[src/rtl/comparator_magnitude_multicycle_if.sv]
// Operand/result bundle for the multi-cycle magnitude comparator.
// The master issues requests and the slave returns busy/done plus result flags.
interface comparator_magnitude_multicycle_if #(
    parameter int WIDTH = 8
);
    logic             start;
    logic             is_signed;
    logic [WIDTH-1:0] A;
    logic [WIDTH-1:0] B;
    logic             busy;
    logic             done;
    logic             A_greater_than_B;
    logic             A_equal_B;
    logic             A_less_than_B;

    modport master (
        output start, is_signed, A, B,
        input  busy, done, A_greater_than_B, A_equal_B, A_less_than_B
    );

    modport slave (
        input  start, is_signed, A, B,
        output busy, done, A_greater_than_B, A_equal_B, A_less_than_B
    );
endinterface

[src/rtl/comparator_magnitude_multicycle.sv]
// Magnitude comparator that walks the operands DIGIT bits per cycle, MSB first,
// and stops at the first differing digit.
//
// state   | meaning
// IDLE    | waiting for start
// COMPARE | comparing one digit per cycle
// DONE    | one-cycle result pulse; start here is accepted back-to-back
module comparator_magnitude_multicycle #(
    parameter int WIDTH = 8,
    parameter int DIGIT = 2
) (
    input  logic clk,
    input  logic reset,
    comparator_magnitude_multicycle_if.slave bus
);
    localparam int NDIG  = WIDTH / DIGIT;
    localparam int CNT_W = $clog2(NDIG + 1);
    localparam logic [WIDTH-1:0] MSB_MASK = {1'b1, {(WIDTH-1){1'b0}}};

    typedef enum logic [1:0] {
        IDLE,
        COMPARE,
        DONE
    } state_t;

    state_t           state_q, state_d;
    logic [WIDTH-1:0] a_q, a_d;
    logic [WIDTH-1:0] b_q, b_d;
    logic [CNT_W-1:0] cnt_q, cnt_d;
    logic             gt_q, gt_d;
    logic             eq_q, eq_d;
    logic             lt_q, lt_d;

    logic [DIGIT-1:0] a_dig;
    logic [DIGIT-1:0] b_dig;
    logic [WIDTH-1:0] sign_mask;

    assign a_dig     = a_q[WIDTH-1 -: DIGIT];
    assign b_dig     = b_q[WIDTH-1 -: DIGIT];
    // Flipping the sign bit maps two's complement onto offset binary.
    assign sign_mask = bus.is_signed ? MSB_MASK : '0;

    always_comb begin
        state_d = state_q;
        a_d     = a_q;
        b_d     = b_q;
        cnt_d   = cnt_q;
        gt_d    = gt_q;
        eq_d    = eq_q;
        lt_d    = lt_q;
        case (state_q)
            IDLE, DONE: begin
                state_d = IDLE;
                if (bus.start) begin
                    a_d     = bus.A ^ sign_mask;
                    b_d     = bus.B ^ sign_mask;
                    cnt_d   = CNT_W'(NDIG);
                    gt_d    = 1'b0;
                    eq_d    = 1'b0;
                    lt_d    = 1'b0;
                    state_d = COMPARE;
                end
            end
            COMPARE: begin
                if (a_dig != b_dig) begin
                    gt_d    = (a_dig > b_dig);
                    lt_d    = (a_dig < b_dig);
                    state_d = DONE;
                end else if (cnt_q == CNT_W'(1)) begin
                    eq_d    = 1'b1;
                    state_d = DONE;
                end else begin
                    a_d   = a_q << DIGIT;
                    b_d   = b_q << DIGIT;
                    cnt_d = cnt_q - CNT_W'(1);
                end
            end
            default: state_d = IDLE;
        endcase
    end

    always_ff @(posedge clk) begin
        if (reset) begin
            state_q <= IDLE;
            a_q     <= '0;
            b_q     <= '0;
            cnt_q   <= '0;
            gt_q    <= 1'b0;
            eq_q    <= 1'b0;
            lt_q    <= 1'b0;
        end else begin
            state_q <= state_d;
            a_q     <= a_d;
            b_q     <= b_d;
            cnt_q   <= cnt_d;
            gt_q    <= gt_d;
            eq_q    <= eq_d;
            lt_q    <= lt_d;
        end
    end

    assign bus.busy             = (state_q == COMPARE);
    assign bus.done             = (state_q == DONE);
    assign bus.A_greater_than_B = gt_q;
    assign bus.A_equal_B        = eq_q;
    assign bus.A_less_than_B    = lt_q;
endmodule

[src/flat_wrapper.sv]
// flat-port wrapper written by rule: the top's interface ports become plain ports
module comparator_magnitude_multicycle_flat 
#(
    parameter int WIDTH = 8,
    parameter int DIGIT = 2
)
  (clk, reset, bus_start, bus_is_signed, bus_A, bus_B, bus_busy, bus_done, bus_A_greater_than_B, bus_A_equal_B, bus_A_less_than_B);
  comparator_magnitude_multicycle_if #(.WIDTH(WIDTH)) bus_i ();
  input  logic clk;
  input  logic reset;
  input wire logic [$bits(bus_i.start)-1:0] bus_start;
  input wire logic [$bits(bus_i.is_signed)-1:0] bus_is_signed;
  input wire logic [$bits(bus_i.A)-1:0] bus_A;
  input wire logic [$bits(bus_i.B)-1:0] bus_B;
  output wire logic [$bits(bus_i.busy)-1:0] bus_busy;
  output wire logic [$bits(bus_i.done)-1:0] bus_done;
  output wire logic [$bits(bus_i.A_greater_than_B)-1:0] bus_A_greater_than_B;
  output wire logic [$bits(bus_i.A_equal_B)-1:0] bus_A_equal_B;
  output wire logic [$bits(bus_i.A_less_than_B)-1:0] bus_A_less_than_B;
  assign bus_i.start = bus_start;
  assign bus_i.is_signed = bus_is_signed;
  assign bus_i.A = bus_A;
  assign bus_i.B = bus_B;
  assign bus_busy = bus_i.busy;
  assign bus_done = bus_i.done;
  assign bus_A_greater_than_B = bus_i.A_greater_than_B;
  assign bus_A_equal_B = bus_i.A_equal_B;
  assign bus_A_less_than_B = bus_i.A_less_than_B;
  comparator_magnitude_multicycle #(.WIDTH(WIDTH), .DIGIT(DIGIT)) u_core (.clk(clk), .reset(reset), .bus(bus_i));
endmodule
[config.mk]
export PLATFORM = sky130hd
export DESIGN_NAME = comparator_magnitude_multicycle_flat
export DESIGN_NICKNAME = d
export VERILOG_FILES = /design/src/rtl/comparator_magnitude_multicycle_if.sv /design/src/rtl/comparator_magnitude_multicycle.sv /design/src/flat_wrapper.sv
export SDC_FILE = /design/constraint.sdc
export NUM_CORES = 1
export LEC_CHECK = 0
export CAP_MARGIN = 10
export CORE_MARGIN = 2
export CORE_UTILIZATION = 50
export DETAILED_ROUTE_END_ITERATION = 8
export PLACE_DENSITY = 0.78
export SLEW_MARGIN = 20
export SYNTH_ARGS = -nofsm -noshare
export SYNTH_HDL_FRONTEND = slang
export SYNTH_SLANG_ARGS = --single-unit
[constraint.sdc]
create_clock -name clk -period 1.7 [get_ports clk]
set_input_delay 0.34 -clock clk [delete_from_list [all_inputs] [get_ports clk]]
set_output_delay 0.34 -clock clk [all_outputs]
set_load 0.02 [all_outputs]
# After elaboration in Yosys (flattened, before gate mapping)
# Index checks and enable logic that the tools add are counted.
dict set report op_classes {
  n_eq_ne 10
  n_lt_le_gt_ge 2
  muxes 25
  n_bitwise 2
  reduce_logical 6
  n_addsub 1
}
# operator count
set op_table {}
lappend op_table {{$mux W8} 7}
lappend op_table {{$pmux W8 S2} 2}
lappend op_table {{$xor A8 B8 Y8} 2}
lappend op_table {{$mux W3} 3}
lappend op_table {{$reduce_and A4 Y1} 2}
lappend op_table {{$mux W1} 6}
lappend op_table {{$ne A2 B2 Y1 const B} 3}
lappend op_table {{$pmux W1 S2} 3}
lappend op_table {{$pmux W3 S2} 1}
lappend op_table {{$mux W2} 2}
lappend op_table {{$ne A2 B1 Y1 const B} 2}
lappend op_table {{$pmux W2 S2} 1}
lappend op_table {{$eq A3 B1 Y1 const B} 1}
lappend op_table {{$ne A3 B1 Y1 const B} 1}
lappend op_table {{$reduce_and A3 Y1} 1}
lappend op_table {{$sub A3 B1 Y3 const B} 1}
lappend op_table {{$eq A2 B1 Y1 const B} 1}
lappend op_table {{$eq A2 B2 Y1 const B} 1}
lappend op_table {{$gt A2 B2 Y1} 1}
lappend op_table {{$logic_not A2 Y1} 1}
lappend op_table {{$lt A2 B2 Y1} 1}
lappend op_table {{$ne A2 B2 Y1} 1}
lappend op_table {{$reduce_bool A2 Y1} 1}
lappend op_table {{$reduce_or A2 Y1} 1}
dict set report totals {
  elab_cells 53
  input_bits 20
  out_inout_bits 5
  regBits 24
}

# Logic depth before layout (Yosys ltp)
# Gate-level depths: netlist of the first run.
dict set report logic_depth {
  word_depth 4
  depth_mapped 7
  mapped_depth_nobuf 5
}

# Worst setup path after synthesis of the first run
# No wires, ideal clock.
dict set report synth_timing {
  path_kind {reg2reg}
  start {reg u_core.b_q[7]}
  end {reg u_core.a_q[4]}
  n_path_buf 1
  setup_ps 134
  period_less_slack_ps 1521
  required_time_ps 1566
  setup_slack_ps 179
  path_stages_with_launch 7
  arrival_time_ps 1387
  path_cell_list {dfxtp_1 -> inv_1 -> ha_1 -> nand4b_1 -> o21ai_2 -> buf_4 -> a211oi_1}
}
dict set report synth_via {
  elab_chain_len 3
}
# element line_no
set synth_lines {}
lappend synth_lines {{start, declared} comparator_magnitude_multicycle.sv:28} ;# logic [WIDTH-1:0] b_q, b_d;
lappend synth_lines {{start signal, assigned} comparator_magnitude_multicycle.sv:86} ;# b_q <= '0;
lappend synth_lines {{start signal, assigned} comparator_magnitude_multicycle.sv:94} ;# b_q <= b_d;
lappend synth_lines {{$ne A2 B2 Y1} comparator_magnitude_multicycle.sv:65} ;# if (a_dig != b_dig) begin
lappend synth_lines {{$ne A2 B2 Y1 (no line)} -}
lappend synth_lines {{$reduce_and A4 Y1 (no line)} -}
lappend synth_lines {{end signal, assigned} comparator_magnitude_multicycle.sv:85} ;# a_q <= '0;
lappend synth_lines {{end signal, assigned} comparator_magnitude_multicycle.sv:93} ;# a_q <= a_d;
lappend synth_lines {{end, declared} comparator_magnitude_multicycle.sv:27} ;# logic [WIDTH-1:0] a_q, a_d;
# No other way between the ends.
# A chain may end at the register's enable or synchronous reset.

# Final worst setup path of the first run
dict set report layout_timing {
  start {reg u_core.state_q[1]}
  end {out bus_done}
}
dict set report layout_via {
  elab_chain_len 1
}
# element line_no
set layout_lines {}
lappend layout_lines {{start, declared} comparator_magnitude_multicycle.sv:26} ;# state_t state_q, state_d;
lappend layout_lines {{start signal, assigned} comparator_magnitude_multicycle.sv:92} ;# state_q <= state_d;
lappend layout_lines {{$eq A2 B2 Y1} comparator_magnitude_multicycle.sv:103} ;# assign bus.done = (state_q == DONE);
lappend layout_lines {{end, declared} flat_wrapper.sv:16} ;# output wire logic [$bits(bus_i.done)-1:0] bus_done;
# No other way between the ends.

==> results of run 1 <==
==> flip-flops by register name (all words and copies together), names as in the netlist <==
name / count
u_core.bus.A_greater_than_B: 1
u_core.state_q: 2
u_core.bus.A_equal_B: 1
u_core.cnt_q: 3
u_core.bus.A_less_than_B: 1
u_core.a_q: 8
u_core.b_q: 8
==> power groups by stage <==
stage	logic, mW	clock network (mW)	registers (mW)
2_1_floorplan	0.325	0	0.684
5_1_grt	0.529	0.332	0.686
6_report	0.488	0.311	0.681
3_3_place_gp	0.457	0	0.687
3_5_place_dp	0.473	0	0.691
4_1_cts	0.472	0.306	0.679
==> metrics by stage <==
stage          area [sq um]  utilization  hold WS, ps
4_1_cts                1538       0.6756        500.2
6_report               1544       0.6784        493.6
3_5_place_dp           1503       0.6603        481.6
2_1_floorplan          1231            -        449.0
3_3_place_gp           1503       0.6603        465.5
5_1_grt                1544       0.6784        530.5
==> cell families (layout without fill, tap and decap cells) <==
family | Yosys count | in the layout | synth area share
AOI/OAI and AO/OA | 44 | 44 | 0.2571
xor gates and xnor gates | 2 | 2 | 0.01423
adders and majority gates | 4 | 4 | 0.04065
buffers and inverters | 16 | 42 | 0.07317
DFF | 24 | 24 | 0.3902
muxes | 12 | 12 | 0.09756
and+or+nand+nor | 25 | 25 | 0.1270
==> final cells by class <==
type                            count  area, sq um
Fill cell                         193        732.0
Timing Repair Buffer               33        306.5
Inverter                            5        18.77
Sequential cell                    24        481.7
Multi-Input combinational cell     87        665.6
Tap cell                           28        35.03
Clock buffer                        4        36.28
==> path summary, 6_finish.rpt <==
path / startpoint / to / slack [ps] / depth (start not counted)
worst max-delay path: u_core.state_q[1] / bus_done / 70 / 3
worst max register to register: u_core.a_q[6] / u_core.bus.A_less_than_B / 90 / 5
worst min register to register: u_core.b_q[7] / u_core.b_q[7] / 490 / 2
worst min-delay path: u_core.b_q[7] / u_core.b_q[7] / 490 / 2
==> synth_stat cells <==
master    number
o211ai_1       9
and2b_2        1
buf_4          1
clkbuf_1       3
and2_1         1
buf_2          3
o21ai_2        1
nand2_1        5
mux2i_1       12
nor3b_1        2
or4_1          3
buf_1          1
nand4b_1       1
buf_6          3
nor2b_1        3
ha_1           4
and4b_2        1
dfxtp_1       24
a41o_1         1
a211oi_1      21
a211o_1        2
nand2b_1       5
a21oi_1        8
a22oi_1        1
nor2_1         2
xnor2_1        2
inv_1          5
and2b_1        1
o31ai_1        1
==> timing repair <==
action / CTS / global route
gates resized for setup: 3 / 3
hold buffers: 0 / 0
pin swaps: 0 / 0
setup endpoints to repair: 2 / 3
==> worst min-delay path, cell delays in order, from the launching register on <==
cell and delay, ps:
dfxtp_1 340, nand2b_1 60, mux2i_1 60
==> per-layer routing <==
metal,up-vias,routed length (microns)
li1,531,-
met1,530,1365
met2,23,1423
met3,5,85
met4,0,34
met5,-,0
==> reports/metrics.cfg, run 1 <==
[outcome]
status = finished, final reports clean

[routing]
via_per_inst = 6.017
drt_wl_total_microns = 2908
drt_iter0_drc = 25
dr.pass1.iters = 4
remaining_drc_errors = 0
wl_per_cell_microns = 16.07
final_antenna_net_count = 0
num_vias = 1089

[placement]
hpwl_microns = 2090
gp_congestion = 0.7947
dpl.cell_count = 177
pre_cts_slack_ps = 68.40
port-buffer-count = 24

[clocking]
postCtsSetupBuffers = 0
clkLatencyLatePin_ps = 320
h-tree-depth = 1
cts_tree = done
numCtsBuffers = 3
clockRootBuffer = clkbuf_4
clk_pin_slew_ps = 140
cts_max_path_buffers = 2
cts.sinks = 24

[global_route]
grt_util_met1 = 0.2840
grt_pass1_vias = 1064
busiest_layer = met2
grt_usage = 0.2229
met2_usage = 0.3807
grt_antenna_before_repair = 0
overflow = 0
grt_max_degree = 27
use_met3 = 0.02500
grt_pass1_wl_microns = 4671

[worst_setup_path]
cp_max_fo = 5
start_kind = register
crit_family = buffers and inverters
critPathMaxStageDelay_ps = 360
critPathKind = register to output pin
cp.required_ps = 1360
cp.arrival_ps = 1290
cp_slowest_cell = dfxtp_1
cp_cell_sequence = buf_4, and2b_2, clkdlybuf4s15_1
worstPathBufferInverterCount = 2
crit_path_end_kind = output pin

[sta]
relSlewSlack = 0.6796
timing.setup.tns_ps = 0
worst_slew_pin_slew_ps = 480.5
post-route-min-period_ps = 1633
fin_crit_sh = 0.9608
rsz0062_at_grt = no
slew_viol_final = 0
fmaxAchievable_mhz = 612.2
final.setup.worst_slack_ps = 66.65
skew_ps = 9.708
timing.final.hold_violations = 0
setup_viol = 0

[layout]
diodes = 0
area_growth_syn_to_layout_pct = 25.41
instances_no_fill = 181
final_common_cell = dfxtp_1
fin_nets = 178
final_layout_size_suffix_gt1_frac = 0.1176
final_cell_mix = dfxtp_1, clkdlybuf4s50_1, a211oi_1

[synth]
synth_top_area_frac = 0.3902
ys.warnings.count = 0
synth.area.top_cells = dfxtp_1, a211oi_1, mux2i_1, o211ai_1, ha_1
ys_seq_elements = 24
syn-instance-count = 127
netlist_area_sq_um = 1231
syn_area_per_cell_sq_um = 9.694
synth_fp_nets = 151
yosysUniqueCellTypes = 29
yosysTopAreaCell = dfxtp_1
synth_seq_area_share = 0.3902

[flow_run]
cap_violations = 0

[pwr]
netSwitchingFraction = 0.3227
peakVddDrop_v = 0.0006840
p_sw_mw = 0.4778
p_total_mw = 1.481
seqPwrFrac = 0.460
p_int_mw = 1.003
power.leakage_nw = 0.6202
cellPowerDensity_nw_per_um2 = 959.0
clockPowerShare = 0.210
comb_power_share = 0.330

[floorplanning]
die_w_microns = 53.62
io_pins = 25
core_area_sq_um = 2276
die_area_sq_um = 2875
fp-row-count = 17
die_h_microns = 53.62
start_util = 0.5410

[worst_hold_path]
hold_class = register to register

No activity file was read; power rests on OpenSTA's default activity.
==> run 2: changes to the inputs <==
- CAP_MARGIN: 10 -> 20
- CORE_MARGIN: 2 -> 1.5
==> run 2 against run 1 <==
Against the previous run:
- sequential cell count unchanged
- clock skew down 7.1 ps
- critical path depth unchanged
- maximum frequency down 0.47%
- hold slack worse by 7.3 ps
- register-to-register slack worse by 20 ps
- critical path type unchanged
- largest cell class unchanged
==> reports/metrics.cfg, run 2 (same netlist as run 1, synthesis figures left out) <==
[worst_setup_path]
critPathMaxStageDelay_ps = 340  ; -20 ps
crit_path_end_kind = output pin
cp_slowest_cell = dfxtp_1
cp.arrival_ps = 1300  ; about the same
critPathKind = register to output pin
start_kind = register
cp_max_fo = 5  ; unchanged
cp.required_ps = 1360  ; about the same
cp_cell_sequence = buf_4, and2b_2, dlygate4sd2_1

[sta]
timing.final.hold_violations = 0  ; unchanged
fmaxAchievable_mhz = 609.4  ; -0.47%
post-route-min-period_ps = 1641  ; +7.642 ps
slew_viol_final = 0  ; unchanged
fin_crit_sh = 0.9653  ; +0.004495
relSlewSlack = 0.6996  ; +0.01994
setup_viol = 0  ; unchanged
skew_ps = 2.633  ; -7.075 ps
final.setup.worst_slack_ps = 59.01  ; -7.642 ps
worst_slew_pin_slew_ps = 450.6  ; -29.91 ps

[global_route]
grt_usage = 0.2216  ; -0.001377
grt_pass1_wl_microns = 4485  ; -4.0%
grt_antenna_before_repair = 0  ; unchanged
overflow = 0  ; unchanged
grt_max_degree = 18  ; -33%
grt_pass1_vias = 1011  ; -5.0%

[routing]
final_antenna_net_count = 0  ; unchanged
via_per_inst = 5.764  ; -4.2%
remaining_drc_errors = 0  ; unchanged
wl_per_cell_microns = 15.17  ; -5.6%
num_vias = 1049  ; -3.7%
drt_wl_total_microns = 2761  ; -5.1%
dr.pass1.iters = 4  ; unchanged
drt_iter0_drc = 18  ; -28%

[clocking]
cts.sinks = 24  ; unchanged
h-tree-depth = 1  ; unchanged
clockRootBuffer = clkbuf_4
cts_max_path_buffers = 2  ; unchanged
cts_tree = done
clk_pin_slew_ps = 130  ; about the same
cts_hold_buffers = 0  ; unchanged
clkLatencyLatePin_ps = 320  ; about the same
numCtsBuffers = 3  ; unchanged

[worst_hold_path]
hold_class = register to register

[layout]
final_area_sq_um = 1548  ; +0.24%
final_common_cell = dfxtp_1
reg_top3 = u_core.a_q (8), u_core.b_q (8), u_core.cnt_q (3)
area_growth_syn_to_layout_pct = 25.71
fillers = 183  ; -5.2%
final_layout_size_suffix_gt1_frac = 0.1169  ; -0.0007639
diodes = 0  ; unchanged
fin_nets = 179  ; +0.56%
final_cell_mix = dfxtp_1, clkdlybuf4s50_1, a211oi_1

[pwr]
clockPowerShare = 0.208  ; -0.002
seqPwrFrac = 0.467  ; +0.007
power.leakage_nw = 0.6260  ; +0.94%
p_int_mw = 0.9950  ; -0.78%
peakVddDrop_v = 0.0007362  ; +7.6%
cellPowerDensity_nw_per_um2 = 941.9  ; -1.8%
p_sw_mw = 0.4628  ; -3.1%
comb_power_share = 0.326  ; -0.004
netSwitchingFraction = 0.3174  ; -0.005262

[placement]
port-buffer-count = 24  ; unchanged
hpwl_microns = 1985  ; -5.1%
gp_congestion = 0.8212  ; +3.3%
post_dp_cell_area_sq_um = 1510  ; +0.50%
pre_cts_slack_ps = 103.7  ; +35.33 ps

[floorplanning]
die_h_microns = 52.62  ; -1.9%
die_w_microns = 52.62  ; -1.9%
start_util = 0.5410  ; unchanged
core_area_sq_um = 2276  ; unchanged
io_pins = 25  ; unchanged
die_area_sq_um = 2769  ; -3.7%
fp-row-count = 17  ; unchanged

[flow_run]
cap_violations = 0  ; unchanged

[outcome]
status = finished, final reports clean

[run 2: through the flow]
stage          hold WS, ps  TNS, ps  power (mW)  cells  utilization
2_1_floorplan        449.0        0       1.008    127            -
3_3_place_gp         466.3        0       1.146    178       0.6636
3_5_place_dp         476.7        0       1.160    178       0.6636
4_1_cts              494.5        0       1.457    182       0.6789
5_1_grt              520.7  -0.3459       1.545    182       0.6800
6_report             486.3        0       1.458    182       0.6800
[run 2: timing repair]
item,CTS,global route
setup buffers,0,0
gates resized for setup,3,1
endpoints found under the setup margin,2,2
hold endpoints to repair,0,0
cloned,0,0
[run 2: worst max-delay path, delay by kind of cell, from the launching register on]
| kind | cells | cell delay (ps) |
|---|---|---|
| buffers and inverters | 2 | 460 |
| DFF | 1 | 340 |
| and+or+nand+nor | 1 | 180 |
[run 2: cell type report]
class / count / area [sq um] / share of cell area
clock buffer: 4 / 36.28 / 0.02344
tap: 28 / 35.03 / 0.02264
inverter: 5 / 18.77 / 0.01213
timing repair buffer: 34 / 312.8 / 0.2021
sequential: 24 / 481.7 / 0.3112
multi-input combinational: 87 / 663.1 / 0.4285
[run 2: power groups by stage]
stage                     combinational (mW)  clock (mW)  sequential, mW
final                                  0.475       0.303           0.681
after global routing                   0.520       0.337           0.689
after CTS                              0.468       0.309           0.680
after detailed placement               0.467           0           0.692
after global placement                 0.459           0           0.687
after floorplan                        0.325           0           0.684
[run 2: metal layers]
layer / vias to the layer above / track usage / routed length, microns / part of all wire
met5: - / 0 / 0 / 0
met4: 0 / 0.05556 / 16 / 0.0058
met1: 486 / 0.2757 / 1271 / 0.46
li1: 533 / - / - / -
met3: 2 / 0.06286 / 127 / 0.046
met2: 28 / 0.3729 / 1346 / 0.49
[run 2: path summary, 6_finish.rpt]
kind              slack (ps)         startpoint  cells after the start                       end
hold reg to reg          490      u_core.b_q[7]                      2             u_core.b_q[7]
setup / recovery          60  u_core.state_q[1]                      3                  bus_done
hold / removal           490      u_core.b_q[7]                      2             u_core.b_q[7]
setup reg to reg          70      u_core.b_q[7]                      5  u_core.bus.A_less_than_B
==> run 3: changes to the inputs <==
- GPL_TIMING_DRIVEN: not set -> 0
- SLEW_MARGIN: 20 -> not set
==> run 3 against run 2 <==
Against the previous run:
- first-iteration DRC count increased by 78%
- clock skew increased by 0.69 ps
- routed wire length increased by 11%
- die area unchanged
- count of clock-buffer cells in the layout unchanged
- utilization increased by 2.2 points
- maximum frequency increased by 0.30%
- design area increased by 3.2%
- cell count increased by 1.6%
- clock power increased by 3%
- hold slack got worse by 120 ps
- non-clock buffer count increased by 3
- critical endpoint is now bus_A_less_than_B
- largest cell class unchanged
- largest power group unchanged
==> reports/metrics.cfg, run 3 (same netlist as run 1, synthesis figures left out) <==
[clocking]
clk_pin_slew_ps = 140  ; about the same
cts.sinks = 24  ; unchanged
clkLatencyLatePin_ps = 320  ; about the same
numCtsBuffers = 3  ; unchanged
clockRootBuffer = clkbuf_4
h-tree-depth = 1  ; unchanged
cts_tree = done
cts_hold_buffers = 0  ; unchanged
cts_max_path_buffers = 2  ; unchanged

[routing]
final_antenna_net_count = 0  ; unchanged
wl_per_cell_microns = 16.51  ; +8.9%
num_vias = 1090  ; +3.9%
drt_wl_total_microns = 3055  ; +11%
dr.pass1.iters = 4  ; unchanged
via_per_inst = 5.892  ; +2.2%
drt_iter0_drc = 32  ; +14
remaining_drc_errors = 0  ; unchanged

[global_route]
overflow = 0  ; unchanged
grt_pass1_vias = 1078  ; +6.6%
grt_max_degree = 14  ; -4
grt_antenna_before_repair = 0  ; unchanged
grt_usage = 0.2399  ; +0.01830
grt_pass1_wl_microns = 4802  ; +7.1%

[sta]
slew_viol_final = 0  ; unchanged
post-route-min-period_ps = 1636  ; -4.960 ps
setup_viol = 0  ; unchanged
fin_crit_sh = 0.9624  ; -0.002918
final.setup.worst_slack_ps = 63.97  ; +4.960 ps
timing.setup.tns_ps = 0  ; unchanged
worst_slew_pin_slew_ps = 477.4  ; +26.77 ps
fmaxAchievable_mhz = 611.2  ; +0.30%
timing.final.hold_violations = 0  ; unchanged
skew_ps = 3.325  ; +0.6918 ps
relSlewSlack = 0.6817  ; -0.01785
rsz0062_at_grt = no

[floorplanning]
io_pins = 25  ; unchanged
die_h_microns = 52.62  ; unchanged
die_w_microns = 52.62  ; unchanged
fp-row-count = 17  ; unchanged
core_area_sq_um = 2276  ; unchanged
start_util = 0.5410  ; unchanged
die_area_sq_um = 2769  ; unchanged

[worst_setup_path]
worstPathBufferInverterCount = 1  ; -1
crit_family = buffers and inverters
cp.arrival_ps = 1300  ; about the same
start_kind = register
critPathMaxStageDelay_ps = 610  ; +270 ps
critPathKind = register to output pin
cp_cell_sequence = clkdlybuf4s50_1
crit_path_end_kind = output pin
cp_slowest_cell = clkdlybuf4s50_1
cp.required_ps = 1360  ; about the same
cp_max_fo = 2  ; -3

[layout]
seqCellArea_sq_um = 484.2  ; +0.52%
multi_input_area_sq_um = 701.9  ; +5.8%
final_util = 0.7020  ; +0.02199
final_area_sq_um = 1598  ; +3.2%
reg_top3 = u_core.a_q (8), u_core.b_q (8), u_core.cnt_q (3)
diodes = 0  ; unchanged
final_layout_size_suffix_gt1_frac = 0.1783  ; +0.06146
area_growth_syn_to_layout_pct = 29.78
final_cell_mix = clkdlybuf4s50_1, dfxtp_1, a211oi_1
fin_nets = 182  ; +1.7%
fillers = 190  ; +3.8%

[placement]
gp_congestion = 0.8492  ; +3.4%
pre_cts_slack_ps = -184.8  ; -288.5 ps
port-buffer-count = 23  ; -4.2%
post_dp_cell_area_sq_um = 1496  ; -0.91%
hpwl_microns = 2115  ; +6.6%

[pwr]
peakVddDrop_v = 0.0006153  ; -16%
power.leakage_nw = 0.6359  ; +1.6%
p_total_mw = 1.533  ; +5.2%
cellPowerDensity_nw_per_um2 = 959.6  ; +1.9%

[flow_run]
cap_violations = 0  ; unchanged

[worst_hold_path]
hold_class = input port to register

[outcome]
status = finished, final reports clean

==> run 3: through the flow <==
stage	instances	hold slack, ps
floorplan	127	449.0
detailed placement	178	475.9
global placement	178	463.5
CTS	185	359.2
global route	185	369.4
finish	185	362.8
==> run 3: path summary, 6_finish.rpt <==
check | from | endpoint | slack, ps | cells past startpoint
max | u_core.bus.A_less_than_B | bus_A_less_than_B | 60 | 1
min | reset | u_core.state_q[0] | 360 | 2
max reg2reg | u_core.a_q[6] | u_core.b_q[6] | 110 | 6
min reg2reg | u_core.b_q[7] | u_core.b_q[7] | 490 | 2
==> run 3: cell type report <==
cell class              count  share of cell area
multi-input cells          87              0.4393
flip-flops and latches     24              0.3031
repair buffers             26              0.1543
plain buffers              11             0.04699
clock buffers               4             0.02271
well taps                  28             0.02193
inverters                   5             0.01175
==> run 3: power by group <==
part	internal, mW	switching, mW
Clock	0.131	0.181
Sequential	0.636	0.0509
Combinational	0.270	0.264
==> run 3: routing by layer <==
layer  share of wire  track usage
met1            0.44       0.2930
met2            0.49       0.4000
met3           0.026      0.03714
met4           0.038       0.1282
met5               0            0
==> run 3: timing repair <==
action / in CTS / in global routing
buffers inserted: 3 / 0
endpoints found under the setup margin: 14 / 11
resized for setup: 7 / 11
pin swaps: 2 / 3
